<file path="src/rtl/tl_pkg.sv">
// Shared types and constants for the traffic-light sequencer: state
// encoding, lamp patterns, reprogram selector codes and default phase times.
package tl_pkg;

  // Sequencer phases
  typedef enum logic [2:0] {
    ST_MG   = 3'd0,
    ST_MY   = 3'd1,
    ST_WALK = 3'd2,
    ST_SG   = 3'd3,
    ST_SY   = 3'd4
  } tl_state_e;

  // Lamp patterns, {R,Y,G}
  localparam logic [2:0] LAMP_R   = 3'b100;
  localparam logic [2:0] LAMP_Y   = 3'b010;
  localparam logic [2:0] LAMP_G   = 3'b001;
  localparam logic [2:0] LAMP_OFF = 3'b000;

  // Time_Param_Selector codes
  localparam logic [1:0] SEL_BASE = 2'b00;
  localparam logic [1:0] SEL_EXT  = 2'b01;
  localparam logic [1:0] SEL_YEL  = 2'b10;
  localparam logic [1:0] SEL_NONE = 2'b11;

  // Default phase times in Tick units, and parameter width
  localparam int T_BASE_DEF_C = 6;
  localparam int T_EXT_DEF_C  = 3;
  localparam int T_YEL_DEF_C  = 2;
  localparam int TW_C         = 4;

  // Full lamp picture for one phase
  typedef struct packed {
    logic [2:0] main_l;
    logic [2:0] side_l;
    logic       walk_l;
  } tl_lamps_t;

  // Moore lamp decode: crossing roads never show red and green together
  function automatic tl_lamps_t lamps_for(input tl_state_e s);
    tl_lamps_t l;
    l = '{main_l: LAMP_G, side_l: LAMP_R, walk_l: 1'b0};
    case (s)
      ST_MG:   l = '{main_l: LAMP_G, side_l: LAMP_R, walk_l: 1'b0};
      ST_MY:   l = '{main_l: LAMP_Y, side_l: LAMP_R, walk_l: 1'b0};
      ST_WALK: l = '{main_l: LAMP_R, side_l: LAMP_R, walk_l: 1'b1};
      ST_SG:   l = '{main_l: LAMP_R, side_l: LAMP_G, walk_l: 1'b0};
      ST_SY:   l = '{main_l: LAMP_R, side_l: LAMP_Y, walk_l: 1'b0};
      default: l = '{main_l: LAMP_G, side_l: LAMP_R, walk_l: 1'b0};
    endcase
    return l;
  endfunction

endpackage

</file>
<file path="src/rtl/tl_timer.sv">
// Phase down-counter. A load always wins; otherwise it counts down one per
// tick. Expiry is flagged combinationally when the count is 1 and a tick is
// present, so a phase loaded with N ends on exactly the N-th tick.
module tl_timer #(
  parameter int              CW      = 5,
  parameter logic [CW-1:0]   RST_VAL = '0
) (
  input  logic          clk,
  input  logic          Reset,
  input  logic          tick,
  input  logic          load,
  input  logic [CW-1:0] load_val,
  output logic          expire_o
);

  logic [CW-1:0] cnt_q;

  // Count register: reset value, then load-over-decrement priority
  always_ff @(posedge clk) begin
    if (Reset) begin
      cnt_q <= RST_VAL;
    end else if (load) begin
      cnt_q <= load_val;
    end else if (tick && (cnt_q != '0)) begin
      cnt_q <= cnt_q - 1'b1;
    end
  end

  // Expiry strobe aligned with the tick that consumes the last unit
  always_comb begin
    expire_o = tick && (cnt_q == CW'(1));
  end

endmodule

</file>
<file path="src/rtl/traffic_light_fsm.sv">
// Main traffic-light sequencer: MG -> MY -> [WALK] -> SG -> SY -> MG, with
// sensor-driven shortening/extension, a latched walk request and run-time
// reprogramming of the three phase times.
// Optional build macro TL_FLASH_MODE_EN adds the Flash_Mode input (flashing
// yellow/red with the sequencer frozen).
module traffic_light_fsm
  import tl_pkg::*;
#(
  parameter int T_BASE_DEF = T_BASE_DEF_C,
  parameter int T_EXT_DEF  = T_EXT_DEF_C,
  parameter int T_YEL_DEF  = T_YEL_DEF_C,
  parameter int TW         = TW_C
) (
  input  logic          clk,
  input  logic          Reset,
  input  logic          Tick,
  input  logic          Sensor_Sync,
  input  logic          WR_Sync,
  input  logic          Prog_Sync,
`ifdef TL_FLASH_MODE_EN
  input  logic          Flash_Mode,
`endif
  input  logic [1:0]    Time_Param_Selector,
  input  logic [TW-1:0] Time_Value,
  output logic [2:0]    Main_Light,
  output logic [2:0]    Side_Light,
  output logic          Walk_Lamp
);

  tl_state_e     state_q, state_d;
  logic          half_q, half_d;     // MG second half in progress
  logic          ext_q, ext_d;       // SG extension in progress
  logic          walk_q, walk_d;     // pending pedestrian request
  logic [TW-1:0] t_base_q, t_base_d;
  logic [TW-1:0] t_ext_q, t_ext_d;
  logic [TW-1:0] t_yel_q, t_yel_d;
  logic [2:0]    main_q, main_d;
  logic [2:0]    side_q, side_d;
  logic          walk_lamp_q, walk_lamp_d;
  tl_lamps_t     lamps;

  logic          hold;               // sequencer and timer frozen
  logic          restart;            // leaving flash: restart at MG
  logic          tmr_tick;
  logic          tmr_load;
  logic [TW:0]   tmr_val;
  logic          tmr_expire;
  logic          enter_walk;

`ifdef TL_FLASH_MODE_EN
  logic          flash_act_q;
  logic          ph_q, ph_d;         // 0 = lamps lit, 1 = lamps dark

  assign hold    = Flash_Mode;
  assign restart = flash_act_q & ~Flash_Mode;
`else
  assign hold    = 1'b0;
  assign restart = 1'b0;
`endif

  assign tmr_tick = Tick & ~hold;

  tl_timer #(
    .CW      (TW + 1),
    .RST_VAL ((TW + 1)'(T_BASE_DEF))
  ) u_timer (
    .clk      (clk),
    .Reset    (Reset),
    .tick     (tmr_tick),
    .load     (tmr_load),
    .load_val (tmr_val),
    .expire_o (tmr_expire)
  );

  // Parameter update: a zero value or the "none" selector leaves all times alone
  always_comb begin
    t_base_d = t_base_q;
    t_ext_d  = t_ext_q;
    t_yel_d  = t_yel_q;
    if (Prog_Sync && (Time_Value != '0)) begin
      case (Time_Param_Selector)
        SEL_BASE: t_base_d = Time_Value;
        SEL_EXT:  t_ext_d  = Time_Value;
        SEL_YEL:  t_yel_d  = Time_Value;
        default:  ;
      endcase
    end
  end

  // Next-state: freeze > reprogram restart > flash-release restart > timer expiry
  always_comb begin
    state_d    = state_q;
    half_d     = half_q;
    ext_d      = ext_q;
    tmr_load   = 1'b0;
    tmr_val    = {1'b0, t_base_q};
    enter_walk = 1'b0;
    if (hold) begin
      state_d = state_q;
    end else if (Prog_Sync) begin
      // Restart with the freshly written base time
      state_d  = ST_MG;
      half_d   = 1'b0;
      ext_d    = 1'b0;
      tmr_load = 1'b1;
      tmr_val  = {1'b0, t_base_d};
    end else if (restart) begin
      state_d  = ST_MG;
      half_d   = 1'b0;
      ext_d    = 1'b0;
      tmr_load = 1'b1;
      tmr_val  = {1'b0, t_base_q};
    end else if (tmr_expire) begin
      tmr_load = 1'b1;
      case (state_q)
        ST_MG: begin
          if (half_q || Sensor_Sync) begin
            state_d = ST_MY;
            half_d  = 1'b0;
            tmr_val = {1'b0, t_yel_q};
          end else begin
            half_d  = 1'b1;
            tmr_val = {1'b0, t_base_q};
          end
        end
        ST_MY: begin
          if (walk_q) begin
            state_d    = ST_WALK;
            enter_walk = 1'b1;
            tmr_val    = {1'b0, t_ext_q};
          end else begin
            state_d = ST_SG;
            ext_d   = 1'b0;
            tmr_val = {1'b0, t_base_q};
          end
        end
        ST_WALK: begin
          state_d = ST_SG;
          ext_d   = 1'b0;
          tmr_val = {1'b0, t_base_q};
        end
        ST_SG: begin
          if (!ext_q && Sensor_Sync) begin
            ext_d   = 1'b1;
            tmr_val = {1'b0, t_ext_q};
          end else begin
            state_d = ST_SY;
            ext_d   = 1'b0;
            tmr_val = {1'b0, t_yel_q};
          end
        end
        ST_SY: begin
          state_d = ST_MG;
          half_d  = 1'b0;
          tmr_val = {1'b0, t_base_q};
        end
        default: begin
          state_d = ST_MG;
          half_d  = 1'b0;
          ext_d   = 1'b0;
          tmr_val = {1'b0, t_base_q};
        end
      endcase
    end
  end

  // Walk latch: entry into WALK consumes the request, a new request re-arms it
  always_comb begin
    walk_d = (enter_walk ? 1'b0 : walk_q) | WR_Sync;
  end

  // Output decode from the next state so the lamp registers track state_q
  always_comb begin
    lamps       = lamps_for(state_d);
    main_d      = lamps.main_l;
    side_d      = lamps.side_l;
    walk_lamp_d = lamps.walk_l;
`ifdef TL_FLASH_MODE_EN
    // First flash cycle is lit; each subsequent tick toggles the phase
    ph_d = Flash_Mode & (ph_q ^ (Tick & flash_act_q));
    if (Flash_Mode) begin
      main_d      = ph_d ? LAMP_OFF : LAMP_Y;
      side_d      = ph_d ? LAMP_OFF : LAMP_R;
      walk_lamp_d = 1'b0;
    end
`endif
  end

  // State, parameter, latch and registered-lamp update
  always_ff @(posedge clk) begin
    if (Reset) begin
      state_q     <= ST_MG;
      half_q      <= 1'b0;
      ext_q       <= 1'b0;
      walk_q      <= 1'b0;
      t_base_q    <= TW'(T_BASE_DEF);
      t_ext_q     <= TW'(T_EXT_DEF);
      t_yel_q     <= TW'(T_YEL_DEF);
      main_q      <= LAMP_G;
      side_q      <= LAMP_R;
      walk_lamp_q <= 1'b0;
`ifdef TL_FLASH_MODE_EN
      flash_act_q <= 1'b0;
      ph_q        <= 1'b0;
`endif
    end else begin
      state_q     <= state_d;
      half_q      <= half_d;
      ext_q       <= ext_d;
      walk_q      <= walk_d;
      t_base_q    <= t_base_d;
      t_ext_q     <= t_ext_d;
      t_yel_q     <= t_yel_d;
      main_q      <= main_d;
      side_q      <= side_d;
      walk_lamp_q <= walk_lamp_d;
`ifdef TL_FLASH_MODE_EN
      flash_act_q <= Flash_Mode;
      ph_q        <= ph_d;
`endif
    end
  end

  assign Main_Light = main_q;
  assign Side_Light = side_q;
  assign Walk_Lamp  = walk_lamp_q;

endmodule

</file>
<file path="config.mk">
export PLATFORM = sky130hd
export DESIGN_NAME = traffic_light_fsm
export DESIGN_NICKNAME = d
export VERILOG_FILES = /design/src/rtl/tl_pkg.sv /design/src/rtl/tl_timer.sv /design/src/rtl/traffic_light_fsm.sv
export SDC_FILE = /design/constraint.sdc
export NUM_CORES = 1
export LEC_CHECK = 0
export CAP_MARGIN = 15
export CORE_MARGIN = 2
export CORE_UTILIZATION = 55
export CTS_CLUSTER_DIAMETER = 80
export DETAILED_ROUTE_END_ITERATION = 8
export DONT_BUFFER_PORTS = 1
export PLACE_DENSITY = 0.7
export SLEW_MARGIN = 30
export SYNTH_ARGS = -nofsm -noshare
export SYNTH_HDL_FRONTEND = slang
export SYNTH_SLANG_ARGS = --single-unit
</file>
<file path="constraint.sdc">
create_clock -name clk -period 2.4 [get_ports clk]
set_input_delay 0.36 -clock clk [delete_from_list [all_inputs] [get_ports clk]]
set_output_delay 0.36 -clock clk [all_outputs]
set_load 0.005 [all_outputs]
</file>
==> impl_metrics.ini, run 1 <==
[global_route]
grt_pass1_wl_mm = 5.93
grt_pass1_vias = 1297
grt_max_degree = 19
overflow = 0
antenna_found_initial = 0
grt_usage = 0.234

[outcome]
outcome = complete, no violations

[clock_tree]
path_clk_slew_ns = 0.10
cts.sinks = 30
clock_path_buffers = 2
cts_root_buf = clkbuf_4
cts_resized = 0
cts_setup_buffers = 0
cts_tree = built
holdBufCountCts = 0
ctsHtreeMaxLevel = 2
cts_made_buffers = 5
clk_latency_ns = 0.34

[critical_path]
r2r_cells = 6
path_max_fanout = 12
crit_arrival_ns = 2.26
cp.required_ns = 2.63
worst_setup_path_end_kind = flop
reg2reg_slack_ns = 0.37
path_class = flop to flop
regToRegEndpoint = Side_Light[2]
regToRegStartpoint = u_timer.cnt_q[1]
cp-start-kind = flop

[floorplan]
die_y_microns = 57.5
die-area_sq_mm = 0.00330
row_count = 19
start_util = 0.575
core_area_sq_mm = 0.00273
die_x_microns = 57.5
io_pins = 19

[timing]
fin_skew_ns = 0.00832
tightest_slew_ns = 0.561
tns_ns = 0
drv_slew = 0
hold_violations = 0
rsz0062_at_grt = false
maxClockFrequency_ghz = 0.493
max_slew_margin = 0.616
finalCriticalPeriod_ns = 2.03
period_share = 0.846
finalSetupViolations = 0

[finish]
areaGrowthSynthToFinish_pct = 4.30
n_antenna_cell = 0
n_fill_cell = 262
utilization = 0.600
regArea_sq_um = 601
multiInputGateArea_sq_um = 910
drive_gt1_frac = 0.0944
nets = 194

[logic_synthesis]
async_flop_share = 0
ys_types = 52
syn_nets = 196
synthCells = 181
synth-seq-cells = 30
yosysWarnings = 0
dominantRegCellSynth = dfxtp_1
synth_area_per_cell_sq_um = 8.68
seq_area_frac_synth = 0.382
synth.cell_area_sq_mm = 0.00157
synth_edf_count = 0

[job]
cap_violations = 0

[hold_path]
whs_endpoint = u_timer.cnt_q[0]
hold_path.class = primary input to flop
min_from = Reset
worstHoldPathCells = 1

[routing]
drt-initial-drc-count = 55
drt_wl_total_mm = 3.40
routed_via_density = 6.23
num_vias = 1315
drc = 0
wl_per_cell_microns = 16.1
drt_first_pass_iters = 4
antenna_left = 0

[power]
peakVddDrop_mv = 0.436
p_leak_nw = 0.593
powerDensity_mw_per_mm2 = 559

[place]
port_buffers = 0
place_congestion = 0.804
hpwl_mm = 2.45
## worst max path at each step
stage / slack (ns) / from / end / depth (start not counted)
6_report: 0.37 / u_timer.cnt_q[1] / Side_Light[2] / 6
5_1_grt: 0.14 / u_timer.cnt_q[1] / Side_Light[2] / 6
4_1_cts: 0.38 / u_timer.cnt_q[1] / Side_Light[2] / 6
3_5_place_dp: 0.41 / u_timer.cnt_q[1] / Side_Light[2] / 6
3_3_place_gp: 0.55 / u_timer.cnt_q[1] / Side_Light[2] / 6
2_1_floorplan: 0.71 / u_timer.cnt_q[1] / Main_Light[1] / 6
## cell families after synthesis
family,after synthesis,synth area share
simple gates,76,0.269
flops,30,0.382
buf+inv,15,0.0390
compound gates,45,0.212
xor+xnor,3,0.0167
mux,9,0.0573
fa+ha+maj,3,0.0239
## layer usage
metal,routed length [microns],vias to the layer above,GRT usage
met5,0,-,0
met4,59,0,0.0698
met3,223,6,0.0930
met2,1600,43,0.372
met1,1510,620,0.294
li1,-,646,-
## power by group
| group | internal [mW] | leakage [nW] | switching (mW) | total (mW) |
|---|---|---|---|---|
| sequential | 0.512 | 0.244 | 0.0134 | 0.525 |
| clock | 0.142 | 0.0353 | 0.172 | 0.314 |
| combinational | 0.0377 | 0.314 | 0.0398 | 0.0775 |
| total | 0.691 | 0.593 | 0.225 | 0.916 |
## area by class of cell
cell class / instances / share of cell area
well taps: 31 / 0.0237
multi-input cells: 136 / 0.555
clock buffers: 7 / 0.0336
flip-flops and latches: 30 / 0.366
inverters: 4 / 0.00916
repair buffers: 2 / 0.00916
clock inverters: 1 / 0.00305
## stage by stage
stage / total power, mW / setup WS [ns] / std cells / instance area, sq um / hold WS, ns
final: 0.916 / 0.370 / 211 / 1640 / 0.0804
after global placement: 0.611 / 0.553 / 203 / 1580 / 0.435
after floorplan: 0.604 / 0.712 / 181 / 1570 / 0.452
after CTS: 0.921 / 0.377 / 211 / 1640 / 0.0741
after global routing: 0.955 / 0.141 / 211 / 1640 / 0.0718
after detailed placement: 0.614 / 0.409 / 203 / 1580 / 0.437
## cell usage in the layout (no fill, tap or decap), drive strengths merged, types with 3 or more instances in the layout
| cell type | n |
|---|---|
| a2111oi | 3 |
| a211o | 4 |
| a21oi | 8 |
| and2 | 4 |
| clkbuf | 7 |
| dfxtp | 30 |
| ha | 3 |
| inv | 4 |
| mux2i | 9 |
| nand2 | 6 |
| nand2b | 7 |
| nand3 | 3 |
| nor2 | 25 |
| nor2b | 3 |
| nor3 | 10 |
| nor3b | 4 |
| o21ai | 12 |
| or2 | 5 |
## critical path, cell delays in order, from the launching register on
cell,delay (ns)
dfxtp_1,0.36
inv_1,0.09
ha_1,0.23
and3_1,0.32
a2111oi_0,0.57
a21boi_1,0.28
nor2_1,0.07
## sequential cells by signal (all words and copies together), names as in the netlist
register       count
u_timer.cnt_q      5
ext_q              1
Main_Light         3
t_ext_q            4
t_base_q           4
t_yel_q            4
Walk_Lamp          1
walk_q             1
Side_Light         3
state_q            3
half_q             1
## synth_stat cells (2+ instances only)
cell / number / area (sq um)
dfxtp_1: 30 / 601
nor2_1: 25 / 93.8
clkbuf_1: 9 / 33.8
mux2i_1: 9 / 90.1
nor3_1: 9 / 45.0
a21oi_1: 8 / 40.0
nand2b_1: 7 / 43.8
o21ai_0: 7 / 35.0
nand2_1: 6 / 22.5
o21ai_1: 5 / 25.0
a211o_1: 4 / 35.0
inv_1: 4 / 15.0
and2_1: 3 / 18.8
ha_1: 3 / 37.5
nor2b_1: 3 / 18.8
or2_1: 3 / 18.8
a2111oi_0: 2 / 17.5
a22oi_1: 2 / 15.0
a31oi_1: 2 / 12.5
and3_1: 2 / 12.5
nand3_1: 2 / 10.0
nand3b_1: 2 / 15.0
nor3b_1: 2 / 15.0
nor3b_2: 2 / 25.0
or3_1: 2 / 12.5
xor2_1: 2 / 17.5
No activity file was read; power rests on OpenSTA's default activity.
==> run 2, diff against run 1 <==
--- a/config.mk
+++ b/config.mk
@@ -11,7 +11,7 @@
 export CTS_CLUSTER_DIAMETER = 80
 export DETAILED_ROUTE_END_ITERATION = 8
 export DONT_BUFFER_PORTS = 1
-export PLACE_DENSITY = 0.7
+export PLACE_DENSITY = 0.73
 export SLEW_MARGIN = 30
 export SYNTH_ARGS = -nofsm -noshare
 export SYNTH_HDL_FRONTEND = slang
==> constraint.sdc (replaced) <==
create_clock -name clk -period 1.7 [get_ports clk]
set_input_delay 0.255 -clock clk [delete_from_list [all_inputs] [get_ports clk]]
set_output_delay 0.255 -clock clk [all_outputs]
set_load 0.005 [all_outputs]
==> run 2 against run 1 <==
  * The flow now finishes with violations (setup timing)
  * Critical path type unchanged
  * Highest routed layer unchanged
  * Register-to-register slack worse by 0.41 ns
  * Cell count is 10% higher
  * Non-clock buffer count grew 22
  * Cell area grew 15%
==> impl_metrics.ini, run 2 (synthesis results as in run 1) <==
[timing]
tightest_slew_ns = 0.485
worst_slack_ns = -0.0396
rsz0062_at_grt = true
max_slew_margin = 0.675
finalCriticalPeriod_ns = 1.74
fin_skew_ns = 0.0127
drv_slew = 0
maxClockFrequency_ghz = 0.575
hold_violations = 0
period_share = 1.02
holdWs_ns = 0.0217
finalSetupViolations = 2

[global_route]
grt_pass1_wl_mm = 5.98
grt_pass1_vias = 1362
antenna_found_initial = 0
grt_usage = 0.236
grt_max_degree = 14
overflow = 0

[clock_tree]
path_clk_slew_ns = 0.10
ctsHtreeMaxLevel = 2
clock_path_buffers = 2
cts_root_buf = clkbuf_4
cts_tree = built
clk_latency_ns = 0.33
cts.sinks = 30
cts_made_buffers = 5

[finish]
finalNonFillerCells = 233
n_antenna_cell = 0
final_common_cell = dfxtp_1
areaGrowthSynthToFinish_pct = 20.2
largest_reg_flops = 5
nets = 216
final_cell_mix = dfxtp_1, nor2_1, buf_4
drive_gt1_frac = 0.262
utilization = 0.691
finalInstanceArea_sq_mm = 0.00189
n_fill_cell = 218
top_register = u_timer.cnt_q

[critical_path]
cp.required_ns = 1.93
regToRegStartpoint = u_timer.cnt_q[1]
cp-startpoint = u_timer.cnt_q[1]
cp-start-kind = flop
path_class = flop to flop
crit_arrival_ns = 1.97
path_max_fanout = 4
worst_setup_path_end_kind = flop

[hold_path]
min_from = Reset
hold_path.class = primary input to flop

[place]
port_buffers = 0
post-place-cells = 223
place_congestion = 0.819
place_area_sq_mm = 0.00173
dp_slack_ns = -0.117
hpwl_mm = 2.61

[outcome]
outcome = finished with violations
violations = setup timing

[floorplan]
io_pins = 19
die_y_microns = 57.5
start_util = 0.575
die-area_sq_mm = 0.00330
die_x_microns = 57.5
core_area_sq_mm = 0.00273
row_count = 19

[routing]
antenna_left = 0
wl_per_cell_microns = 15.6
drt-initial-drc-count = 64
drt_wl_total_mm = 3.63
drc = 0
routed_via_density = 6.14
drt_first_pass_iters = 4
num_vias = 1431

[power]
powerDensity_mw_per_mm2 = 707
p_leak_nw = 0.705
peakVddDrop_mv = 0.660

[job]
cap_violations = 0
==> run 2: cell type report <==
| type | instances | area, sq um | area share |
|---|---|---|---|
| Clock buffer | 7 | 55.1 | 0.0291 |
| Clock inverter | 1 | 5.00 | 0.00265 |
| Inverter | 4 | 15.0 | 0.00795 |
| Multi-Input combinational cell | 136 | 983 | 0.521 |
| Sequential cell | 30 | 606 | 0.321 |
| Tap cell | 31 | 38.8 | 0.0205 |
| Timing Repair Buffer | 24 | 186 | 0.0987 |
==> run 2: per-layer routing <==
layer	up-vias	part of all wire	global-route usage
met1	674	0.42	0.285
met4	0	0.013	0.0897
met2	60	0.49	0.398
li1	691	-	-
met3	6	0.069	0.0658
met5	-	0	0
==> run 2: timing repair <==
action                     in CTS  in global routing
setup endpoints to repair       7                  6
gates resized for setup        16                  7
pin swaps                       1                  1
hold endpoints to repair        9                  0
buffers inserted                1                  0
hold buffers                    1                  0
==> run 2: final timing paths <==
path / endpoint / slack, ns / depth (start not counted)
setup / recovery: Main_Light[1] / -0.04 / 6
hold / removal: t_base_q[1] / 0.02 / 1
setup reg to reg: Main_Light[1] / -0.04 / 6
hold reg to reg: t_yel_q[0] / 0.51 / 2
==> run 2: per-stage QoR <==
step	power, mW	setup TNS, ns
floorplan	0.853	0
global placement	0.880	-0.169
detailed placement	0.886	-0.356
CTS	1.34	-0.0518
global route	1.39	-0.260
finish	1.34	-0.0747
==> run 2: power by group <==
part | internal [mW] | switching (mW) | leakage, nW
clock network | 0.200 | 0.244 | 0.0353
registers | 0.724 | 0.0158 | 0.244
logic | 0.0775 | 0.0753 | 0.425
==> run 2: critical path, stage by stage, from the launching register on <==
cell and delay, ns:
dfxtp_2 0.34, inv_2 0.08, ha_4 0.17, nand3_2 0.10
or4_4 0.53, and2_4 0.17, a2111oi_4 0.26
==> run 3, diff against run 2 <==
--- a/config.mk
+++ b/config.mk
@@ -11,7 +11,8 @@
 export CTS_CLUSTER_DIAMETER = 80
 export DETAILED_ROUTE_END_ITERATION = 8
 export DONT_BUFFER_PORTS = 1
-export PLACE_DENSITY = 0.73
+export PLACE_DENSITY = 0.7
+export SKIP_LAST_GASP = 1
 export SLEW_MARGIN = 30
 export SYNTH_ARGS = -nofsm -noshare
 export SYNTH_HDL_FRONTEND = slang
==> constraint.sdc (replaced) <==
create_clock -name clk -period 1.66 [get_ports clk]
set_input_delay 0.249 -clock clk [delete_from_list [all_inputs] [get_ports clk]]
set_output_delay 0.249 -clock clk [all_outputs]
set_load 0.005 [all_outputs]
==> run 3 against run 2 <==
  * The flow still finishes with violations (setup timing)
  * Wire length grew 14%
  * Critical endpoint is now u_timer.cnt_q[3]
  * Clock skew shrank 0.0056 ns
  * Combinational power grew 16%
  * Critical path type unchanged
  * Setup slack gained 0.012 ns
==> impl_metrics.ini, run 3 (synthesis results as in run 1) <==
[timing]
maxClockFrequency_ghz = 0.593
tightest_slew_ns = 0.492
fin_skew_ns = 0.00712
max_slew_margin = 0.671
hold_violations = 0
finalSetupViolations = 4
tns_ns = -0.0557
drv_slew = 0
finalCriticalPeriod_ns = 1.69
holdWs_ns = 0.00493
rsz0062_at_grt = true
period_share = 1.02
worst_slack_ns = -0.0273

[finish]
largest_reg_flops = 5
finalInstanceArea_sq_mm = 0.00206
top_register = u_timer.cnt_q
nets = 228
final_common_cell = buf_4
areaGrowthSynthToFinish_pct = 30.8
final_cell_mix = buf_4, dfxtp_1, nor2_1
n_antenna_cell = 0
drive_gt1_frac = 0.308

[critical_path]
reg2reg_slack_ns = -0.03
regToRegStartpoint = u_timer.cnt_q[2]
path_class = flop to flop
r2r_cells = 6
cp.required_ns = 1.88
worst_setup_path_end_kind = flop
crit_arrival_ns = 1.91
regToRegEndpoint = u_timer.cnt_q[3]
path_max_fanout = 3
cp-start-kind = flop

[floorplan]
die_y_microns = 57.5
start_util = 0.575
die_x_microns = 57.5
io_pins = 19
row_count = 19
die-area_sq_mm = 0.00330
core_area_sq_mm = 0.00273

[routing]
wl_per_cell_microns = 16.9
drt_first_pass_iters = 5
routed_via_density = 6.08
drt_wl_total_mm = 4.15
drc = 0
antenna_left = 0
num_vias = 1490
drt-initial-drc-count = 69

[global_route]
antenna_found_initial = 0
grt_pass1_vias = 1479
grt_pass1_wl_mm = 6.91
grt_max_degree = 15
overflow = 0
grt_usage = 0.270

[clock_tree]
cts_made_buffers = 5
cts_root_buf = clkbuf_4
clock_path_buffers = 2
cts.sinks = 30
ctsHtreeMaxLevel = 2
cts_tree = built
path_clk_slew_ns = 0.10
clk_latency_ns = 0.34

[place]
hpwl_mm = 2.81
place_congestion = 0.815
port_buffers = 0
place_area_sq_mm = 0.00175

[hold_path]
worstHoldPathCells = 1
min_from = Reset
whs_endpoint = t_base_q[1]
hold_path.class = primary input to flop

[outcome]
violations = setup timing
outcome = finished with violations

[power]
powerDensity_mw_per_mm2 = 745
p_leak_nw = 0.779
peakVddDrop_mv = 1.11

[job]
cap_violations = 0
-- run 3: critical path, stage by stage (launching register included) --
cell	delay, ns
dfxtp_2	0.35
buf_4	0.13
or4b_4	0.57
nor3_4	0.15
nor3_2	0.07
a21bo_2	0.20
o22ai_2	0.09
-- run 3: worst max path at each step --
stage | start | end | slack [ns] | depth (start not counted)
global placement | u_timer.cnt_q[3] | u_timer.cnt_q[3] | -0.08 | 6
global route | u_timer.cnt_q[2] | u_timer.cnt_q[0] | -0.11 | 6
floorplan | state_q[0] | Main_Light[1] | 0.002 | 6
detailed placement | u_timer.cnt_q[0] | u_timer.cnt_q[3] | -0.13 | 7
finish | u_timer.cnt_q[2] | u_timer.cnt_q[3] | -0.03 | 6
CTS | u_timer.cnt_q[2] | u_timer.cnt_q[0] | -0.03 | 6
-- run 3: per-layer routing --
layer	up-vias	share of wire	track usage
met2	47	0.51	0.432
met4	0	0.0092	0.110
met5	-	0	0
met3	6	0.049	0.0726
met1	726	0.43	0.346
li1	711	-	-
-- run 3: final cells by class --
| cell class | instances | area [sq um] |
|---|---|---|
| Sequential cell | 30 | 609 |
| Tap cell | 31 | 38.8 |
| Clock buffer | 6 | 41.3 |
| Multi-Input combinational cell | 136 | 1020 |
| Inverter | 4 | 20.0 |
| Fill cell | 194 | 678 |
| Clock inverter | 2 | 37.5 |
| Timing Repair Buffer | 36 | 288 |
-- run 3: report_power, final --
group	switching (mW)	internal (mW)	total [mW]
logic	0.0835	0.0930	0.177
registers	0.0187	0.741	0.760
clock network	0.278	0.317	0.595
total	0.380	1.15	1.53
-- run 3: what timing repair did --
action | 4_1_cts | 5_1_grt
resized for setup | 16 | 15
pin swaps | 7 | 1
setup buffers | 2 | 2
endpoints found under the hold margin | 10 | 2
endpoints found under the setup margin | 8 | 8
cloned | 0 | 0
hold buffers | 6 | 1
-- run 3: per-stage QoR --
stage,utilization,instances,setup slack (ns),total power [mW]
after floorplan,-,181,0.00196,0.873
after CTS,0.720,242,-0.0279,1.50
after detailed placement,0.642,226,-0.131,0.908
after global placement,0.642,226,-0.0767,0.902
final,0.752,245,-0.0273,1.53
after global routing,0.752,245,-0.114,1.58
